==> src/rtl/aes_keyexp_word_ctrl.sv <==
// Word-serial AES-128/192/256 key expansion: one schedule word per cycle, packed into round keys on a valid/ready stream.
// Optional round-key store enabled by defining RKEY_STORE_EN.
module aes_keyexp_word_ctrl #(
  parameter int NK       = 4,
  parameter int RK_IDX_W = 4
) (
  input  logic                clk,
  input  logic                rst,
  input  logic [255:0]        key_in,
  input  logic                key_valid,
  output logic                key_ready,
  output logic [31:0]         sbox_addr,
  input  logic [31:0]         sbox_data,
  output logic [127:0]        rk_data,
  output logic [RK_IDX_W-1:0] rk_round,
  output logic                rk_valid,
  input  logic                rk_ready,
  output logic                busy,
  output logic                done,
  input  logic [RK_IDX_W-1:0] rd_round,
  output logic [127:0]        rd_key
);

  localparam int         NR      = NK + 6;
  localparam int         NW      = 4 * (NR + 1);
  localparam logic [5:0] LAST_I  = 6'(NW - 1);
  localparam logic [2:0] NK_LAST = 3'(NK - 1);

  localparam logic [1:0] S_IDLE  = 2'd0;
  localparam logic [1:0] S_GEN   = 2'd1;
  localparam logic [1:0] S_FLUSH = 2'd2;

  if (NK != 4 && NK != 6 && NK != 8) begin : g_bad_nk
    $error("aes_keyexp_word_ctrl: NK must be 4, 6 or 8");
  end

  function automatic logic [7:0] xtime(input logic [7:0] b);
    return {b[6:0], 1'b0} ^ (b[7] ? 8'h1b : 8'h00);
  endfunction

  logic [1:0]           state;
  logic [5:0]           i;
  logic [2:0]           kmod;
  logic [7:0]           rcon;
  logic [NK-1:0][31:0]  win;   // win[0] = w[i-NK], win[NK-1] = w[i-1]
  logic [2:0][31:0]     acc;

  logic [31:0]  prev, t, w_new;
  logic [127:0] rk_next;
  logic         key_phase, rot_phase, sub_phase;
  logic         rk_load, stall, gen_en, accept;

  assign prev      = win[NK-1];
  assign key_phase = (i < 6'(NK));
  assign rot_phase = !key_phase && (kmod == 3'd0);
  assign sub_phase = (NK == 8) && !key_phase && (kmod == 3'd4);

  assign sbox_addr = rot_phase ? {prev[23:0], prev[31:24]} : prev;

  always_comb begin
    t = prev;
    if (rot_phase)      t = sbox_data ^ {rcon, 24'h0};
    else if (sub_phase) t = sbox_data;
  end

  // Key words pass through win[0] unchanged; after NK shifts the window is back in key order.
  assign w_new   = key_phase ? win[0] : (win[0] ^ t);
  assign rk_next = {acc[0], acc[1], acc[2], w_new};

  assign rk_load   = (i[1:0] == 2'd3);
  assign stall     = rk_load && rk_valid && !rk_ready;
  assign gen_en    = (state == S_GEN) && !stall;
  assign key_ready = (state == S_IDLE);
  assign accept    = key_valid && key_ready;

  always_ff @(posedge clk or posedge rst) begin
    if (rst) begin
      state    <= S_IDLE;
      i        <= '0;
      kmod     <= '0;
      rcon     <= 8'h01;
      busy     <= 1'b0;
      done     <= 1'b0;
      rk_valid <= 1'b0;
      rk_data  <= '0;
      rk_round <= '0;
    end else begin
      case (state)
        S_IDLE: if (accept) begin
          state <= S_GEN;
          i     <= '0;
          kmod  <= '0;
          rcon  <= 8'h01;
          done  <= 1'b0;
          busy  <= 1'b1;
        end
        S_GEN: if (gen_en) begin
          i    <= i + 6'd1;
          kmod <= (kmod == NK_LAST) ? 3'd0 : kmod + 3'd1;
          if (rot_phase)   rcon  <= xtime(rcon);
          if (i == LAST_I) state <= S_FLUSH;
        end
        S_FLUSH: if (rk_valid && rk_ready) begin
          state <= S_IDLE;
          done  <= 1'b1;
          busy  <= 1'b0;
        end
        default: state <= S_IDLE;
      endcase

      if (gen_en && rk_load) begin
        rk_valid <= 1'b1;
        rk_data  <= rk_next;
        rk_round <= RK_IDX_W'(i[5:2]);
      end else if (rk_ready) begin
        rk_valid <= 1'b0;
      end
    end
  end

  always_ff @(posedge clk or posedge rst) begin
    if (rst) begin
      win <= '0;
      acc <= '0;
    end else if (accept) begin
      for (int j = 0; j < NK; j++) win[j] <= key_in[255-32*j -: 32];
    end else if (gen_en) begin
      for (int j = 0; j < NK-1; j++) win[j] <= win[j+1];
      win[NK-1] <= w_new;
      if (!rk_load) acc[i[1:0]] <= w_new;
    end
  end

`ifdef RKEY_STORE_EN
  logic [127:0] rk_mem [0:NR];

  always_ff @(posedge clk) begin
    if (gen_en && rk_load) rk_mem[i[5:2]] <= rk_next;
  end

  assign rd_key = (rd_round <= RK_IDX_W'(NR)) ? rk_mem[rd_round] : '0;
`else
  logic unused_rd;
  assign unused_rd = ^rd_round;
  assign rd_key    = '0;
`endif

  logic unused_key;
  assign unused_key = ^key_in;

endmodule
==> config.mk <==
export PLATFORM = sky130hd
export DESIGN_NAME = aes_keyexp_word_ctrl
export DESIGN_NICKNAME = d
export VERILOG_FILES = /design/src/rtl/aes_keyexp_word_ctrl.sv
export SDC_FILE = /design/constraint.sdc
export NUM_CORES = 1
export LEC_CHECK = 0
export CAP_MARGIN = 25
export CORE_AREA = 2 2 232 234
export DETAILED_ROUTE_END_ITERATION = 10
export DIE_AREA = 0 0 234 236
export PLACE_DENSITY = 0.66
export RECOVER_POWER = 25
export REMOVE_ABC_BUFFERS = 1
export SYNTH_ARGS = -nofsm -noshare
export SYNTH_HDL_FRONTEND = slang
export SYNTH_SLANG_ARGS = --single-unit
==> constraint.sdc <==
create_clock -name clk -period 26.9 [get_ports clk]
set_clock_uncertainty 0.1 [all_clocks]
set_input_delay 5.38 -clock clk [delete_from_list [all_inputs] [get_ports clk]]
set_output_delay 5.38 -clock clk [all_outputs]
set_load 0.02 [all_outputs]
* Yosys cells after proc, flatten, opt, wreduce, memory -nomap -nowiden
Index checks and enable logic that the tools add are counted.
Storage, ports and cells: flip-flop bits (word level) 378, input bits 296, logic and storage cells 91
Cells by class: $add $sub $neg 2, order comparisons 3, equal/unequal tests 10, muxes and demuxes 33, bitwise operators 5, reduce and logical (&&, ||, !) cells 22
Operators by type and width (number):
- $mux 128 | 2
- $mux 32 | 4
- $bwmux 96 | 1
- $demux 32 s2 | 1
- $xor 32x32->32 | 2
- $mux 8 | 3
- $pmux 8 s2 | 1
- $mux 6 | 2
- $pmux 6 s2 | 1
- $mux 3 | 3
- $reduce_and 3->1 | 3
- $logic_and 1x1->1 | 8
- $mux 2 | 4
- $reduce_and 4->1 | 2
- $reduce_bool 2->1 | 4
- $xor 8x5->8 | 1
- $add 6x1->6 const B | 1
- $eq 6x6->1 const B | 1
- $lt 6x3->1 const B | 1
- $mux 1 | 6
- $ne 2x2->1 const B | 3
- $pmux 2 s3 | 1
- $pmux 3 s2 | 1
- $mux 5 | 1
- other kinds (12) | 18

* Logic depth before layout (Yosys ltp)
Gate-level depths: netlist of the first run.
depth after elaboration 8, mapped depth 9

* Worst setup path before layout of the first run
OpenSTA, ideal clock, no wires.
path type reg-to-output, from reg i[2], to out sbox_addr[10], arrival time 1781 ps, path slack 19639 ps, stages on the path, launching flop included 6, buffers on the path 2, path through dfrtp_1 > or4_1 > buf_4 > nand2_8 > buf_4 > mux2_1
On the way: longest elaborated chain between the ends 4
RTL lines:
- start: declaration | RTL line 42 | logic [5:0] i;
- start signal: assignment | RTL line 98 | i <= i + 6'd1;
- $lt 6x3->1 | RTL line 54 | assign key_phase = (i < 6'(NK));
- $logic_not 1->1 | RTL line 55 | assign rot_phase = !key_phase && (kmod == 3'd0);
- $logic_and 1x1->1 | RTL line 55
- $mux 32 | RTL line 58 | assign sbox_addr = rot_phase ? {prev[23:0], prev[31:24]} : prev;
- end: declaration | RTL line 12 | output logic [31:0] sbox_addr,
Every way passes these cells.

==> results list, run 1 <==
- The number of hold violations in the final report is 0.
* Sequential fraction of design power: 33.5%
- The library cells used most frequently in the layout, excluding fill and tap cells, are 377 x sky130_fd_sc_hd__dfrtp_1, 296 x sky130_fd_sc_hd__clkdlybuf4s50_1, 204 x sky130_fd_sc_hd__nor2_1.
- The clock network burns 18.4% of the power.
* Iteration count of the initial detailed-routing pass: 5
- Sum of net half-perimeters after detailed placement: 33.91 mm
* Leftover overflow at the end of global routing: 0
* Final Max Tran Viols: 178
- Die Span Y: 236 um
- In this run the power density over the cells is 148.6 nW/um^2.
* Buffers & Inverters on Critical Path: 6
- For this design the top-level I/O count stands at 592.
- CP max FO: 101
- Hold bufs inserted after CTS: 0
- Yosys warning count: 0
- In this run the worst hold path is classified as flip-flop to flip-flop.
- Final layout net count: 2178
* Core area: 53070 um^2
* Setup violators final: 0
- Internal portion of total power: 0.001871 W
- Once the clock tree was built, the setup fixing pass inserted 0 buffers.
* Clock tree root driver cell: sky130_fd_sc_hd__clkbuf_16
- For this run, design rule violations remaining after detail routing come to 0.
* Switch share: 41.90%
* Cell count after synthesis: 1579
* Data required, critical path: 27.50 ns
- Routability-driven placement finished with a final weighted congestion of 0.8321.
- Post-Synthesis Cell Area: 16870 um^2
- The worst setup path is launched from an input port.
* Clock sink count: 378
* Slew at the pin with the worst max-slew slack: 4.459 ns
* Peak supply drop: 0.07022 mV
- Number of standard-cell rows in the floorplan: 85
- The count of cells in the finished layout, fillers not included, comes to 2611.
* Category of the critical setup timing path: input port to async pin
- Once the floorplan was initialized, standard cells occupied 31.80% of the core.
- Die Width: 234 um
* Synth Register Bits: 378
* Via count of the first global-routing pass: 12.61k
- Crit path cell chain: dlygate4sd3_1 -> clkinvlp_2 -> clkbuf_1 -> clkbuf_1 -> buf_4 -> buf_16
- Summed over all failing endpoints, the final setup total negative slack is 0 ns.
- Initial antenna violation count: 10
* Async SR Flop Fraction: 100.0%
- Power dissipated by switching net loads: 0.001349 W
* Period utilization: 44.13%
- Cells fill 40.82% of the core in the end.
- After the first detailed-routing iteration, the DRC count stood at 826.
- The final reports fail on max-capacitance violations, max-slew violations.
- Leading register cell type out of synthesis: sky130_fd_sc_hd__dfrtp_1
- Input and output buffers added on the ports amount to 331.
* Slowest library cell on the worst path: sky130_fd_sc_hd__clkbuf_1
- Clock tree from TritonCTS: done
- Fraction of the yosys area taken by sequential cells: 56.07%
* Final worst setup slack: 15.03 ns
* First-pass GRT wire length: 74.98 mm
- In this design, the stage delay of the slowest critical-path cell is 2.78 ns.
- Static timing analysis puts the maximum clock frequency at 84.24 MHz.
* Total Routed Length: 50.47 mm
- Entering global routing, the biggest net connects 102 pins.
- After clock tree synthesis, the clock-pin slew on the worst setup and hold paths is 0.06 ns.
- The run finished, with violations left.
- The share of synthesized area in the top cell type comes to 55.91%.
- Combinational logic is responsible for 48.1% of the overall power.
- Avg Vias per Cell: 4.784
- Clock latency on the worst-skew pair: 0.56 ns
* Endpoint arrival time on the critical path: 12.47 ns
- The H-tree generated during clock tree synthesis spans 2 levels.
- Post-cts sizing count: 0
- The longest clock path from root to sink contains 3 buffers.
- Averaged over all synthesized cells, the footprint is 10.69 um^2.
- Top Family by Delay on Critical Path: buffers and inverters
- Number of placed instances, taps included: 2523
- Relative to the synthesized area, the layout overhead comes to 28.39%.
- Counting the buffers created by CTS gives 44.
* Setup slack of the worst register-to-register path: 23.53 ns
* Setup repair after global routing missed its margin: no
* Overall fraction of global-route tracks in use: 17.86%
* Number of enable flip-flop cells after synthesis: 0
* Placement Setup Slack: 18.27 ns
- Overall die area: 55220 um^2
* Number of max-cap violations: 2
* Dominant cell type by count on the critical path: sky130_fd_sc_hd__clkbuf_1
- In the post-synthesis netlist, the biggest area contributors are sky130_fd_sc_hd__dfrtp_1 56%, sky130_fd_sc_hd__buf_4 5.9%, sky130_fd_sc_hd__nor2_1 4.6%, sky130_fd_sc_hd__mux2_2 4.5%, sky130_fd_sc_hd__mux2_1 4.3%.
- Layout cell share with drive strength beyond 1: 9.382%
- The largest total area in the synthesized netlist belongs to sky130_fd_sc_hd__dfrtp_1.
- The layout has 5103 filler cells.
* Average wire length per cell after detail routing: 19.33 um
* Category of the worst setup path capture point: async pin
- Most common cell after layout, fill and taps aside: sky130_fd_sc_hd__dfrtp_1
- Measured against its own limit, the worst slew margin works out to -198.9%.
- The smallest clock period supported by the final layout is computed as 11.87 ns.
* Total leakage power: 9.182 nW
- Vias after detailed routing: 12.49k
- Antenna violation net count after detailed routing: 0
- The netlist uses 46 different library cells.
path summary, 6_finish.rpt:
kind / from / end / cells past startpoint
max: rst / acc[84] / 6
max reg2reg: state[0] / rk_data[114] / 4
min: acc[16] / rk_data[112] / 1
max in group clk: i[2] / sbox_addr[5] / 5
min in group asynchronous: rst / rk_data[66] / 2
min reg2reg: acc[16] / rk_data[112] / 1
per-stage QoR:
step	hold WS [ns]	total power [W]	area [um^2]
5_1_grt	0.4003	0.003442	21660
3_5_place_dp	0.3722	0.002695	20370
3_3_place_gp	0.3631	0.002648	20360
6_report	0.3736	0.003220	21660
4_1_cts	0.3799	0.003303	21800
2_1_floorplan	0.3593	0.002049	15920
cells by family after synthesis:
family                   Yosys count  synth area share (%)
AND/OR/NAND/NOR                  398                 9.373
flip-flops                       378                 56.07
AO/OA/AOI/OAI                    351                 12.55
buffers and inverters            266                 9.232
multiplexers                     132                 8.809
XOR/XNOR                          47                 3.507
adder cells (fa/ha/maj)            6                0.4449
other                              1               0.02222
worst register-to-register path: stages (launching register included):
cell and delay (ns):
sky130_fd_sc_hd__dfrtp_1 0.57, sky130_fd_sc_hd__nor2b_1 0.42, sky130_fd_sc_hd__nand3_1 0.86, sky130_fd_sc_hd__buf_4 0.68
sky130_fd_sc_hd__mux2_1 0.61
synthesized netlist by cell type (7+ instances only):
master	number
sky130_fd_sc_hd__a21oi_1	129
sky130_fd_sc_hd__a222oi_1	28
sky130_fd_sc_hd__a22o_1	7
sky130_fd_sc_hd__a22oi_1	32
sky130_fd_sc_hd__a31oi_1	38
sky130_fd_sc_hd__buf_1	9
sky130_fd_sc_hd__buf_2	51
sky130_fd_sc_hd__buf_4	132
sky130_fd_sc_hd__clkbuf_1	39
sky130_fd_sc_hd__dfrtp_1	377
sky130_fd_sc_hd__inv_1	35
sky130_fd_sc_hd__mux2_1	64
sky130_fd_sc_hd__mux2_2	68
sky130_fd_sc_hd__nand2_1	170
sky130_fd_sc_hd__nor2_1	205
sky130_fd_sc_hd__o21ai_0	43
sky130_fd_sc_hd__o21ai_1	37
sky130_fd_sc_hd__o22ai_1	30
sky130_fd_sc_hd__xnor2_1	17
sky130_fd_sc_hd__xnor2_2	24
metal layers:
| layer | GRT usage, % | part of all wire (%) | vias up |
|---|---|---|---|
| li1 | - | - | 5737 |
| met3 | 4.981 | 8.2 | 79 |
| met5 | 0 | 0.065 | - |
| met2 | 27.93 | 46 | 478 |
| met4 | 5.869 | 2.8 | 6 |
| met1 | 23.81 | 43 | 6190 |
power groups by stage:
stage | logic, W | clock network, W | registers [W]
final | 0.00155 | 0.000591 | 0.00108
after global routing | 0.00170 | 0.000630 | 0.00112
after CTS | 0.00161 | 0.000607 | 0.00109
after detailed placement | 0.00160 | 0 | 0.00110
after global placement | 0.00157 | 0 | 0.00108
after floorplan | 0.000904 | 0 | 0.00115
cell type report:
class	count	area, um^2	area share, %
diodes	7	17.52	0.08086
clock buffers	56	1217	5.620
clock inverters	22	209.0	0.9645
inverters	35	132.6	0.6122
multi-input cells	1062	6230	28.76
flip-flops and latches	378	9460	43.67
well taps	696	870.8	4.020
repair buffers	355	3526	16.28
registers in the layout, summed over array words and instances (netlist names), 2 cells and up:
register	count
acc	96
i	6
kmod	3
prev	32
rcon	8
rk_data	128
rk_round	4
state	2
win	96
(Power assumes the default switching activity.)
==> run 2, diff against run 1 <==
clock period = 12.39 ns   (was 26.9 ns; I/O delays follow)
==> results list, run 2 (synthesis results as in run 1) <==
- First-pass GRT wire length: 76.04 mm (+1.4%)
* Cells on worst reg2reg path: 4 (unchanged)
- Layout cell share with drive strength beyond 1: 9.143% (-0.24 points)
- Pin count of the biggest net entering global routing: 170 (+67%)
- Die Width: 234 um (unchanged)
- Class of the worst hold path: flip-flop to flip-flop
* Buffers & Inverters on Critical Path: 4 (-2)
* Max reg flops: 128 (unchanged)
- Clock tree from TritonCTS: done
* Initial antenna violation count: 8 (-2)
- The count of clock tree sinks is 378 (unchanged).
- Setup repair after global routing missed its margin: no
- Synth-to-Final Area Change: 29.06%
- Leftover overflow at the end of global routing: 0 (unchanged)
- The final design instance area without fill came to 21780 um^2 (+0.53%).
- Timing would allow up to 147.5 MHz.
- Start point of the worst hold path: rk_data[31]
* # Post-CTS Setup Buffers: 0 (unchanged)
- Maximum single-stage delay on the critical path: 3.11 ns (+0.33 ns)
- Final-layout setup total negative slack: 0 ns (unchanged)
* Sum of net half-perimeters after detailed placement: 33.83 mm (-0.21%)
* Avg Vias per Cell: 4.781 (about the same)
* Average wire length per cell after detail routing: 19.45 um (+0.60%)
- The kind of cell with the highest combined delay along the critical path is buffers and inverters.
* Outcome: complete, but fails checks
- Slew at the pin with the worst max-slew slack: 5.622 ns (+1.163 ns)
- Total leakage power: 9.223 nW (+0.44%)
* Period utilization: 54.72%
- Number of standard-cell rows in the floorplan: 85 (unchanged)
* Number of max-cap violations: 1 (-1)
- The initial core utilization is 31.80% (unchanged).
- The startpoint identified for the worst register-to-register timing path is state[0].
- The arrival time at the worst endpoint came to 7.37 ns (-5.10 ns).
- The post-detailed-route count of antenna-violating nets was 0 (unchanged).
- Clock latency on the worst-skew pair: 0.55 ns (about the same)
- Data required, critical path: 12.98 ns (-14.52 ns)
- Die Span Y: 236 um (unchanged)
- The library cell used most frequently in the layout, excluding fill and tap cells, is sky130_fd_sc_hd__dfrtp_1.
* Top library cells by usage in the layout, fill and taps aside: 377 x sky130_fd_sc_hd__dfrtp_1, 297 x sky130_fd_sc_hd__clkdlybuf4s50_1, 204 x sky130_fd_sc_hd__nor2_1
- Category of the critical setup timing path: input port to async pin
- The detailed router's first-iteration violation count is 857 (+3.8%).
- The clock slew at the register clock pins of the worst setup and hold paths came to 0.06 ns (about the same).
- Via count of the first global-routing pass: 12.51k (-0.84%)
- Iteration count of the initial detailed-routing pass: 7 (+2)
* Violations in the final reports: max-capacitance violations, max-slew violations
- CP Launch Type: input port
- STA classifies the critical path endpoint as an async pin.
* Overall die area: 55220 um^2 (unchanged)
- The worst-case register-to-register setup slack came to 9.03 ns (-14.50 ns).
- The final weighted congestion in routability-driven placement was 0.8297 (-0.29%).
- The maximum net fanout on the critical path is 127 (+26%).
- The slowest stage of the critical path is the sky130_fd_sc_hd__clkinvlp_2 cell.
- Registers with the highest flip-flop counts: rk_data (128), acc (96), win (96)
* Peak supply drop: 0.1828 mV (+160%)
* Number of remaining DRC errors: 0 (unchanged)
- The worst hold slack was 0.3819 ns (+0.008345 ns).
- The maximum buffer depth of the clock tree was 3 (unchanged).
- The worst path in the final design needs a cycle of 6.780 ns, including I/O delays and setup.
- The routed wire length is 50.66 mm (+0.37%).
- The number of hold violations in the final report is 0 (unchanged).
- The cell area after placement came to 20380 um^2 (about the same).
* Hold Path Depth: 2 (+1)
- Overall fraction of global-route tracks in use: 18.03% (+0.18 points)
- Final layout net count: 2174 (-0.18%)
- The total power density per cell area was 325.6 nW/um^2 (+120%).
* Hold bufs inserted after CTS: 0 (unchanged)
- Buffers added on ports: 331 (unchanged)
- The core area was 53070 um^2 (unchanged).
* TritonCTS Buffers: 43 (-2.3%)
- Clock tree root driver cell: sky130_fd_sc_hd__clkbuf_16
- Counting flops per register, the top entry is rk_data.
* Vias after detailed routing: 12.45k (-0.29%)
- The worst max-slew margin expressed relative to the limit was -276.9% (-78 points).
- The number of I/O pins is 592 (unchanged).
- Post-cts sizing count: 0 (unchanged)
- Reg2Reg Capture Point: rk_data[49]
* Final Max Tran Viols: 128 (-28%)
- Crit path cell chain: dlygate4sd3_1 -> clkinvlp_2 -> clkbuf_1 -> buf_16
- The path with the worst hold slack has its endpoint at rk_data[31].
- The setup-violating endpoint count in the final report was 0 (unchanged).
* Total power after layout: 0.007092 W (+120%)
* H-tree level count: 2 (unchanged)
==> run 2: cell count changes in the layout (fill, tap and decap cells not counted), sizes merged <==
cell and change:
buf -2, inv -1, clkinv -10, clkdlybuf4s50 +1, dlygate4sd3 -1, bufinv +4, clkbuf +4, diode -1
==> run 2: worst min-delay path: cells and delay by family, from the launching register on <==
family / cells / cell delay, ns
compound gates: 1 / 0.06
flops: 1 / 0.34
simple gates: 1 / 0.04
==> run 2: metal layers <==
layer  routed length, um  global-route usage (%)  vias to the layer above
met4                1156                   4.871                        6
met1               22060                   24.62                     6158
met5                  45                       0                        -
li1                    -                       -                     5723
met2               23310                   28.28                      490
met3                4088                   4.703                       77
==> run 2: power by group <==
| part | leakage, nW | total (W) | switching (W) | internal [W] |
|---|---|---|---|---|
| clock | 0.755 | 0.00137 | 0.000512 | 0.000862 |
| combinational | 4.12 | 0.00337 | 0.00196 | 0.00141 |
| sequential | 4.35 | 0.00235 | 0.000456 | 0.00189 |
| total | 9.22 | 0.00709 | 0.00292 | 0.00417 |
==> run 2: area by class of cell <==
cell class	instances	area [um^2]
Fill cell	5066	31290
Sequential cell	378	9460
Multi-Input combinational cell	1062	6230
Timing Repair Buffer	352	3532
Clock buffer	61	1276
Tap cell	696	870.8
Clock inverter	15	260.3
Inverter	35	132.6
Antenna cell	6	15.01
==> run 2: worst max-delay path by stage <==
stage               cells after the start            to  slack, ns      from
finish                                  4   rk_data[85]       5.61       rst
global route                            2       win[50]       4.77       rst
detailed placement                      7       rcon[1]       6.88  rk_ready
global placement                        7       rcon[4]       6.98  rk_ready
floorplan                               1        acc[0]      -0.69       rst
CTS                                     5  sbox_addr[5]       6.65      i[2]
==> run 2: metrics by stage <==
step	instances	setup slack, ns	util [%]
final	2605	5.610	41.04
after global routing	2600	4.773	41.01
after detailed placement	2521	6.884	38.40
after CTS	2597	6.654	41.30
after floorplan	1475	-0.6870	-
after global placement	2520	6.975	38.35
==> run 3, diff against run 2 <==
PLACE_DENSITY = 0.68   (was 0.66)
clock period = 6.1 ns   (was 12.39 ns; I/O delays follow)
==> results list, run 3 (synthesis results as in run 1) <==
- Initial antenna violation count: 8 (unchanged)
- The final cell utilization of the core came to 40.83% (-0.21 points).
* First-pass GRT wire length: 75.37 mm (-0.88%)
- The total negative setup slack came to 0 ns (unchanged).
- The largest individual stage delay along the critical path comes from the cell sky130_fd_sc_hd__or4_1.
- The share of cells above drive strength 1 is 8.943% (-0.20 points).
- The die width is 234 um (unchanged).
- Detailed-routing wirelength on met1: 21.34 mm (-3.3%)
- Number of standard-cell rows in the floorplan: 85 (unchanged)
- The CTS buffer count is 43 (unchanged).
- Period utilization: 76.23%
- Based on the critical path, the design can be clocked at up to 215.1 MHz.
- The worst setup path is launched from a flip-flop.
- Traced cell by cell, the critical path runs through or4_1 -> nand2_8 -> mux2_1 -> clkdlybuf4s50_1.
- The worst endpoint required time came to 4.78 ns (-8.20 ns).
- Registers with the highest flip-flop counts: rk_data (128), acc (96), win (96)
- # IOs: 592 (unchanged)
- The portion of total power attributed to sequential cells came to 33.4% (+0.3 points).
* Buffers added on ports: 331 (unchanged)
- Worst slew margin relative to its limit: -72.79% (+200 points)
* Violations in the final reports: max-capacitance violations, max-slew violations
- The worst voltage drop across the vdd grid was 0.2979 mV (+63%).
* Switch share: 41.60% (+0.36 points)
* Placed instance area: 20420 um^2 (+0.20%)
* Post-route cell area: 21670 um^2 (-0.51%)
- The final weighted congestion in routability-driven placement is 0.8333 (+0.43%).
- The worst hold path belongs to the class flip-flop to flip-flop.
- Final min period: 4.650 ns
- Portion of total power attributed to combinational logic: 48.0% (+0.5 points)
- Setup repair after global routing left no endpoint under its margin.
- The detailed route wirelength on metal3 was 4.397 mm (+7.6%).
* Leftover overflow at the end of global routing: 0 (unchanged)
- The clock group share of total power was 18.6% (-0.8 points).
- Category of the worst setup path capture point: primary output
* Synth-to-Final Area Change: 28.41%
- Antenna violation net count after detailed routing: 0 (unchanged)
* Die Span Y: 236 um (unchanged)
- The cell leakage power came to 9.171 nW (-0.56%).
* CP max FO: 35 (-72%)
* Buffer levels on the longest clock path: 3 (unchanged)
* Clock sink count: 378 (unchanged)
- Total Routed Length: 50.45 mm (-0.40%)
- The worst stage delay on the critical path came to 0.88 ns (-2.23 ns).
- The post-detailed-route via-to-cell ratio came to 4.837 (+1.2%).
- Highest layer used for signal routing: met5
- Slew at the pin with the worst max-slew slack: 2.592 ns (-3.030 ns)
* Final Max Tran Viols: 70 (-45%)
* Clock tree from TritonCTS: done
- Post-cts sizing count: 0 (unchanged)
* Clock latency on the worst-skew pair: 0.56 ns (about the same)
- The sum of net half-perimeters after detailed placement is 34.14 mm (+0.90%).
- H-tree level count: 2 (unchanged)
- Core area: 53070 um^2 (unchanged)
* Final hold violation count: 0 (unchanged)
- The routed wirelength normalized by instance count is 19.39 um (-0.29%).
- The initial core utilization was 31.80% (unchanged).
- Overall die area: 55220 um^2 (unchanged)
- The internal power of the cells is 0.008322 W (+100%).
- The number of hold buffers added after cts is 0 (unchanged).
- The number of iterations in the first detailed-routing pass came to 8 (+1).
- Via count of the first global-routing pass: 12.69k (+1.5%)
- Vias after detailed routing: 12.59k (+1.1%)
- Power dissipated by switching net loads: 0.005928 W (+100%)
- Setup violators final: 0 (unchanged)
* # Post-CTS Setup Buffers: 0 (unchanged)
- Pin count of the biggest net entering global routing: 153 (-10%)
- DRC marker count from the first detailed-route iteration: 868 (+1.3%)
- The flip-flop count of the largest register, all copies and words added was 128 (unchanged).
* Amount of wire on met2 after detailed routing: 23.47 mm (+0.70%)
* Outcome: complete, but fails checks
- Category of the critical setup timing path: flip-flop to primary output
- Top Family by Delay on Critical Path: simple AND/OR/NAND/NOR gates
* Number of max-cap violations: 2 (+1)
- The DRC violation count after routing came to 0 (unchanged).
* Overall fraction of global-route tracks in use: 17.94% (-0.096 points)
- The arrival time at the worst endpoint came to 3.33 ns (-4.04 ns).
- Final layout net count: 2174 (unchanged)
- The number of buffer and inverter instances along the worst setup path came to 1 (-3).
- Clk slew on worst S/H paths: 0.06 ns (about the same)
* Top library cells by usage in the layout, fill and taps aside: 377 x sky130_fd_sc_hd__dfrtp_1, 328 x sky130_fd_sc_hd__clkdlybuf4s50_1, 204 x sky130_fd_sc_hd__nor2_1
- The cell sitting at the root of the clock tree is a sky130_fd_sc_hd__clkbuf_16.
* Areal power density over the cells: 657.7 nW/um^2 (+100%)
* Reg with most FFs: rk_data
- Leaving out fill and tap cells, the most frequent cell in the layout is sky130_fd_sc_hd__dfrtp_1.
==> run 3: tightest hold or removal path, stage by stage, from the launching register on <==
cell and delay, ns:
sky130_fd_sc_hd__dfrtp_1 0.34, sky130_fd_sc_hd__nand2_1 0.05, sky130_fd_sc_hd__o21ai_0 0.06
==> run 3: power groups by stage <==
stage	registers, W	logic, W	clock network (W)
2_1_floorplan	0.00505	0.00399	0
3_3_place_gp	0.00475	0.00690	0
3_5_place_dp	0.00482	0.00707	0
4_1_cts	0.00479	0.00711	0.00272
5_1_grt	0.00491	0.00748	0.00283
6_report	0.00476	0.00684	0.00265
==> run 3: area by class of cell <==
type | count | area [um^2]
fill | 5068 | 31400
sequential | 378 | 9460
multi-input combinational | 1062 | 6212
timing repair buffer | 352 | 3532
clock buffer | 58 | 1212
tap | 696 | 870.8
clock inverter | 16 | 227.7
inverter | 35 | 138.9
antenna | 5 | 12.51
==> run 3: through the flow <==
step	setup WS, ns	power (W)	cells	hold slack, ns
global route	1.302	0.01523	2597	0.4014
finish	1.450	0.01425	2602	0.3820
CTS	1.386	0.01462	2597	0.3859
floorplan	-5.719	0.009037	1475	0.3593
global placement	2.001	0.01165	2521	0.3635
detailed placement	2.002	0.01189	2523	0.3738
==> run 3: routing by layer <==
metal | up-vias | track usage [%]
met5 | - | 0
met2 | 537 | 28.67
met3 | 87 | 5.077
met4 | 4 | 5.255
li1 | 5735 | -
met1 | 6224 | 23.60
==> run 3: final timing paths <==
path,startpoint,slack (ns),cells past startpoint,end
max,i[2],1.45,4,sbox_addr[13]
min,rk_data[2],0.38,2,rk_data[2]
max reg2reg,kmod[0],1.73,7,acc[56]
min reg2reg,rk_data[2],0.38,2,rk_data[2]
max in group asynchronous,rst,3.33,3,win[4]
min in group asynchronous,rst,1.21,2,rk_data[33]
